`src/rtl/serial_addsub.sv`:
```
// Digit-serial adder/subtractor: processes DIGIT bits per cycle, LSB digit first,
// with valid/ready handshakes on the command and result sides.
module serial_addsub #(
  parameter int unsigned WIDTH = 8,
  parameter int unsigned DIGIT = 2
) (
  input  logic             clk,
  input  logic             rst_n,
  input  logic             in_valid,
  output logic             in_ready,
  input  logic [WIDTH-1:0] a,
  input  logic [WIDTH-1:0] b,
  input  logic             sub,
  output logic             out_valid,
  input  logic             out_ready,
  output logic [WIDTH-1:0] result,
  output logic             carry,
  output logic             overflow,
  output logic             zero,
  output logic             busy
);

  localparam int unsigned N    = WIDTH / DIGIT;
  localparam int unsigned CntW = (N > 1) ? $clog2(N) : 1;

  if (WIDTH < 2 || DIGIT < 1 || (WIDTH % DIGIT) != 0) begin : gen_param_check
    $error("serial_addsub: WIDTH must be >= 2 and a multiple of DIGIT");
  end

  typedef enum logic [1:0] {StIdle, StCalc, StDone} state_e;

  state_e            state_q, state_d;
  logic [CntW-1:0]   cnt_q, cnt_d;
  logic [WIDTH-1:0]  a_q, a_d;
  logic [WIDTH-1:0]  b_q, b_d;
  logic [WIDTH-1:0]  res_q, res_d;
  logic              c_q, c_d;
  logic              sa_q, sa_d;
  logic              sb_q, sb_d;
  logic              carry_q, carry_d;
  logic              ovf_q, ovf_d;
  logic              zero_q, zero_d;

  logic              accept;
  logic              last_beat;
  logic [DIGIT:0]    sum;
  logic [WIDTH+DIGIT-1:0] res_cat;

  // Result may be consumed and a new command accepted on the same edge.
  assign in_ready  = (state_q == StIdle) || ((state_q == StDone) && out_ready);
  assign accept    = in_valid && in_ready;
  assign last_beat = (cnt_q == CntW'(N - 1));

  assign sum     = {1'b0, a_q[DIGIT-1:0]} + {1'b0, b_q[DIGIT-1:0]} + {{DIGIT{1'b0}}, c_q};
  // New digit enters at the top; after N beats the LSB digit has reached bit 0.
  assign res_cat = {sum[DIGIT-1:0], res_q};

  always_comb begin
    state_d = state_q;
    cnt_d   = cnt_q;
    a_d     = a_q;
    b_d     = b_q;
    res_d   = res_q;
    c_d     = c_q;
    sa_d    = sa_q;
    sb_d    = sb_q;
    carry_d = carry_q;
    ovf_d   = ovf_q;
    zero_d  = zero_q;

    unique case (state_q)
      StIdle: begin
        if (accept) state_d = StCalc;
      end
      StCalc: begin
        a_d   = a_q >> DIGIT;
        b_d   = b_q >> DIGIT;
        c_d   = sum[DIGIT];
        res_d = res_cat[WIDTH+DIGIT-1:DIGIT];
        cnt_d = cnt_q + 1'b1;
        if (last_beat) begin
          state_d = StDone;
          carry_d = sum[DIGIT];
          ovf_d   = (sa_q == sb_q) && (res_d[WIDTH-1] != sa_q);
          zero_d  = ~|res_d;
        end
      end
      StDone: begin
        if (out_ready) state_d = in_valid ? StCalc : StIdle;
      end
      default: state_d = StIdle;
    endcase

    if (accept) begin
      a_d   = a;
      b_d   = sub ? ~b : b;
      c_d   = sub;
      cnt_d = '0;
      sa_d  = a[WIDTH-1];
      sb_d  = sub ? ~b[WIDTH-1] : b[WIDTH-1];
    end
  end

  always_ff @(posedge clk or negedge rst_n) begin
    if (!rst_n) begin
      state_q <= StIdle;
      cnt_q   <= '0;
      a_q     <= '0;
      b_q     <= '0;
      res_q   <= '0;
      c_q     <= 1'b0;
      sa_q    <= 1'b0;
      sb_q    <= 1'b0;
      carry_q <= 1'b0;
      ovf_q   <= 1'b0;
      zero_q  <= 1'b0;
    end else begin
      state_q <= state_d;
      cnt_q   <= cnt_d;
      a_q     <= a_d;
      b_q     <= b_d;
      res_q   <= res_d;
      c_q     <= c_d;
      sa_q    <= sa_d;
      sb_q    <= sb_d;
      carry_q <= carry_d;
      ovf_q   <= ovf_d;
      zero_q  <= zero_d;
    end
  end

  assign out_valid = (state_q == StDone);
  assign busy      = (state_q == StCalc);
  assign result    = res_q;
  assign carry     = carry_q;
  assign overflow  = ovf_q;
  assign zero      = zero_q;

endmodule

```
`config.mk`:
```
export PLATFORM = sky130hd
export DESIGN_NAME = serial_addsub
export DESIGN_NICKNAME = d
export VERILOG_FILES = /design/src/rtl/serial_addsub.sv
export SDC_FILE = /design/constraint.sdc
export NUM_CORES = 1
export LEC_CHECK = 0
export CAP_MARGIN = 20
export CORE_MARGIN = 2
export CORE_UTILIZATION = 56
export CTS_BUF_LIST = sky130_fd_sc_hd__clkbuf_2
export CTS_CLUSTER_DIAMETER = 50
export DETAILED_ROUTE_END_ITERATION = 10
export GPL_ROUTABILITY_DRIVEN = 0
export PLACE_DENSITY = 0.91
export SKIP_LAST_GASP = 1
export SLEW_MARGIN = 20
export SYNTH_ARGS = -nofsm -noshare
export SYNTH_HDL_FRONTEND = slang
export SYNTH_SLANG_ARGS = --single-unit
export TNS_END_PERCENT = 50
```
`constraint.sdc`:
```
create_clock -name clk -period 5.1 [get_ports clk]
set_input_delay 1.02 -clock clk [delete_from_list [all_inputs] [get_ports clk]]
set_output_delay 1.02 -clock clk [all_outputs]
set_load 0.02 [all_outputs]
```
; ---- Yosys cells after proc, flatten, opt, wreduce, memory -nomap -nowiden
; Cells that the tools add are included.
; Widths: inputs -> output; s select.
[op_classes]
add_sub_neg = 3
eq_ne = 8
bitwise = 2
reduce_logical = 10
muxes = 15
[op_table]
columns = op, n
row1 = $mux 8, 5
row2 = $mux 2, 5
row3 = $not 8->8, 1
row4 = $reduce_or 8->1, 1
row5 = $pmux 2 s3, 1
row6 = $eq 2x2->1 const B, 2
row7 = $mux 1, 4
row8 = $ne 2x1->1 const B, 2
row9 = $add 2x2->3, 1
row10 = $add 3x1->3, 1
row11 = $logic_and 1x1->1, 3
row12 = $reduce_and 3->1, 1
row13 = $add 2x1->2 const B, 1
row14 = $eq 2x1->1 const B, 1
row15 = $logic_not 2->1, 1
row16 = $ne 2x2->1 const B, 1
row17 = $reduce_and 2->1, 1
row18 = $reduce_bool 2->1, 1
row19 = $eq 1x1->1, 1
row20 = $logic_not 1->1, 1
row21 = $logic_or 1x1->1, 1
row22 = $ne 1x1->1, 1
row23 = $not 1->1, 1
[totals]
out_inout_bits = 14
register_bits = 34
word_cells = 49
inputBits = 21

; ---- Depth between registers and ports, before layout
[depth]
ltp_word = 6
ltp_mapped = 6
mapped_depth_nobuf = 6

; ---- Worst setup path after synthesis
; Ideal clock, no wire load.
[synth_timing]
path_type = input -> output
from = input out_ready
to = output in_ready
path_stages = 3
path_buffers = 1
t_arrival_ns = 1.605
required_ns = 4.080
setup_slack_ns = 2.475
cell_sequence = nand2b_1 clkbuf_1 and2b_1
[synth_via]
elab_chain_cells = 2
[synth_rtl]
columns = item, line_no
row1 = start: declaration, 15  ; input logic out_ready,
row2 = $logic_and 1x1->1, 50  ; assign in_ready = (state_q == StIdle) || ((state_q == StDone) && out_ready);
row3 = $logic_or 1x1->1, 50
row4 = end: declaration, 10  ; output logic in_ready,
; No other way between the ends.

; ---- Worst setup path after layout
; Same ends and word-level chain as after synthesis.

==> results.cfg <==
[status]
result_of_the_run = finished clean

[logic_synthesis]
synth.largest_area_cell = sky130_fd_sc_hd__dfrtp_1
synth_area_um2 = 1620
avgSynthCellArea_um2 = 10.1
postSynthCellCount = 161
ys_seq_elements = 34
yosysWarnings = 0
most_area_consuming_cells_after_synthesis = sky130_fd_sc_hd__dfrtp_1 (53%), sky130_fd_sc_hd__nand2_1 (6.7%), sky130_fd_sc_hd__o21ai_0 (6.5%)
number_of_synthesized_flops_with_an_enable_pin = 0
dominantRegCellSynth = sky130_fd_sc_hd__dfrtp_1
fraction_of_registers_with_async_set_or_reset_after_synthesis_pct = 100
yosysSeqAreaShare_pct = 52.6
yosys.area.top_type_share_pct = 52.6
ys_types = 28
postSynthNetCount = 185

[die]
start_util_pct = 58.7
core_area_um2 = 2760
rows = 19
fp.dieArea_um2 = 3340
chipWidth_um = 57.8
design.portCount = 35
dieHeight_um = 57.8

[global_route]
grt_max_degree = 35
total_gr_overflow = 0
antenna_found_initial = 0
grt_pass1_vias = 1301
global_route.usage.met3_pct = 6.03
m2_gr_usage_pct = 39.8
use_met1_pct = 27.3
grt_first_pass_wirelength_um = 5750
groute.usage.overall_pct = 22.7
grt-busiest-layer = met2

[setup_path]
worst_setup_path_end_kind = output pin
timing.critical_path.cells = clkdlybuf4s50_1, nand2b_1, and2b_1, clkdlybuf4s50_1
timing.critical_path.slowest_cell_delay_ps = 590
critical_path.slowest_cell = sky130_fd_sc_hd__clkdlybuf4s50_1
startpoint_class_of_the_critical_path = input port
cp_data_arrival_time_ps = 2770
critical_path_required_ps = 4080
critical_path_class = in -> out
worst_path_most_repeated_cell = sky130_fd_sc_hd__clkdlybuf4s50_1
worstPathMaxFanout = 20

[timing]
maxClockFrequency_mhz = 264
period_share_pct = 74.4
worst_tran_pin_value_ps = 636
setup_total_negative_slack_ps = 0
final.setup.worst_slack_ps = 1310
drv_slew = 0
final_hold_viol_count = 0
setup_viol = 0
finalWorstPathRequiredPeriod_ps = 3790
timing.max_slew.rel_slack_pct = 57.6
rsz_0062_raised_after_global_routing = false
clock-skew-final_ps = 2.10

[placed_design]
post-place-ws_ps = 1320
numPortBuffers = 34
place_hpwl_um = 2360
numPlacedInstances = 218

[pwr]
irDropWorstVdd_mv = 0.452
power_switching_share_pct = 41.5
clockPowerShare_pct = 10.5
leakagePower_nw = 0.918
share_comb_of_total_power_pct = 49.5
internal_power_summed_over_all_cells_uw = 680
pwr-share-seq_pct = 40.0
power_density_nw_per_um2 = 586
switching_power_summed_over_all_nets_uw = 482

[detailed_routing]
detail_route.wl_per_cell_um = 14.3
drt_drc_violations_left = 0
vias = 1266
drt_iter0_drc = 42
via_per_inst = 5.63
wl_um = 3220
number_of_iterations_in_the_first_detailed_routing_pass = 4
postRouteAntennaNets = 0

[clock_tree]
root_buffer = sky130_fd_sc_hd__clkbuf_2
clk_pin_slew_worst_paths_ps = 160
cts.hold.buffers_added = 0
clk_path_buf_depth = 2
post_cts.resized_instances = 0
cts_tree = built
clock_tree.htree_level_count = 2
cts-buffers-inserted = 5
clock_latency_ps = 370
post-cts-setup-buffer-count = 0
cts_sinks = 34

[flow_run]
max_capacitance_violation_count = 0

[finish]
antenna-diode-count = 0
syn_to_final_growth_pct = 22.4
final_layout_size_suffix_gt1_share_pct = 5.67
fill_cells = 223
finish.cell_count_without_fillers = 225
count_of_nets_after_finishing = 218

[min_path]
holdCritPathClass = reg -> reg
[final timing paths]
kind | from | endpoint | slack, ps | cells past startpoint
worst max-delay path | out_ready | in_ready | 1310 | 4
worst min-delay path | result[1] | result[1] | 510 | 2
max in group asynchronous | rst_n | a_q[2] | 3770 | 2
worst max register to register | a_q[0] | overflow | 3220 | 6
worst min register to register | result[1] | result[1] | 510 | 2
min in group asynchronous | rst_n | carry | 1030 | 2
[power groups by stage]
| stage | clock [mW] | combinational [mW] | sequential, mW |
|---|---|---|---|
| after floorplan | 0 | 0.365 | 0.498 |
| after global placement | 0 | 0.552 | 0.463 |
| after detailed placement | 0 | 0.580 | 0.473 |
| after CTS | 0.122 | 0.582 | 0.466 |
| after global routing | 0.133 | 0.635 | 0.485 |
| final | 0.122 | 0.575 | 0.465 |
[Yosys cell counts, types with 2 or more instances]
master and number:
sky130_fd_sc_hd__nand2b_1 2, sky130_fd_sc_hd__nor2_1 4, sky130_fd_sc_hd__inv_1 7, sky130_fd_sc_hd__a221o_1 3, sky130_fd_sc_hd__fa_1 2, sky130_fd_sc_hd__mux2i_1 10
sky130_fd_sc_hd__buf_4 2, sky130_fd_sc_hd__buf_6 3, sky130_fd_sc_hd__a21oi_1 2, sky130_fd_sc_hd__buf_2 2, sky130_fd_sc_hd__clkbuf_1 4, sky130_fd_sc_hd__o21ai_0 21
sky130_fd_sc_hd__nand2_1 29, sky130_fd_sc_hd__nor2b_1 2, sky130_fd_sc_hd__xor2_1 8, sky130_fd_sc_hd__nand3_1 13, sky130_fd_sc_hd__dfrtp_1 34, sky130_fd_sc_hd__and3_1 3
[routing by layer]
| metal | routed length, um | up-vias |
|---|---|---|
| li1 | - | 604 |
| met1 | 1330 | 610 |
| met2 | 1640 | 44 |
| met3 | 192 | 8 |
| met4 | 57 | 0 |
| met5 | 0 | - |
[flip-flops by register name (all words and copies together), names as in the netlist]
| name | count |
|---|---|
| sb_q | 1 |
| c_q | 1 |
| result | 8 |
| overflow | 1 |
| carry | 1 |
| sa_q | 1 |
| a_q | 8 |
| b_q | 8 |
| cnt_q | 2 |
| zero | 1 |
| state_q | 2 |
[cells in the final DEF (no fill, tap or decap), types with 2 or more instances in the layout]
cell                              netlist  layout
sky130_fd_sc_hd__dfrtp_1               34      34
sky130_fd_sc_hd__nand2b_1               2       2
sky130_fd_sc_hd__fa_1                   2       2
sky130_fd_sc_hd__nor2_1                 4       4
sky130_fd_sc_hd__nor2b_1                2       2
sky130_fd_sc_hd__and3_1                 3       3
sky130_fd_sc_hd__buf_4                  2       3
sky130_fd_sc_hd__a21oi_1                2       2
sky130_fd_sc_hd__clkdlybuf4s50_1        0      34
sky130_fd_sc_hd__clkbuf_2               0       7
sky130_fd_sc_hd__inv_1                  7       7
sky130_fd_sc_hd__nand2_1               29      29
sky130_fd_sc_hd__mux2i_1               10      10
sky130_fd_sc_hd__nand3_1               13      13
sky130_fd_sc_hd__xor2_1                 8       8
sky130_fd_sc_hd__a221o_1                3       3
sky130_fd_sc_hd__o21ai_0               21      21
[cell type report]
type / instances / area (um^2) / area share, %
Clock buffer: 7 / 35.0 / 1.77
Inverter: 7 / 26.3 / 1.33
Timing Repair Buffer: 37 / 363 / 18.3
Sequential cell: 34 / 851 / 42.9
Multi-Input combinational cell: 109 / 668 / 33.7
Tap cell: 31 / 38.8 / 1.96
[worst max-delay path, delay by kind of cell]
kind | cells | cell delay [ps]
buf+inv | 2 | 1040
simple gates | 2 | 710
[through the flow]
stage                     utilization [%]  cell area, um^2  hold WS (ps)  power, mW
after CTS                            71.9             1980           503       1.17
final                                71.9             1980           506       1.16
after detailed placement             70.6             1950           469       1.05
after global placement               70.6             1950           458       1.02
after floorplan                         -             1620           465      0.863
after global routing                 71.9             1980           516       1.25
[logic make-up after synthesis]
group | Yosys count | share of synthesized area (%)
adders and majority gates | 3 | 3.25
and+or+nand+nor | 59 | 16.8
muxes | 11 | 6.88
DFF | 34 | 52.6
xor gates and xnor gates | 9 | 4.87
buffers and inverters | 18 | 6.18
AOI/OAI and AO/OA | 27 | 9.51
Note: power is estimated with default switching activity, not from simulation.
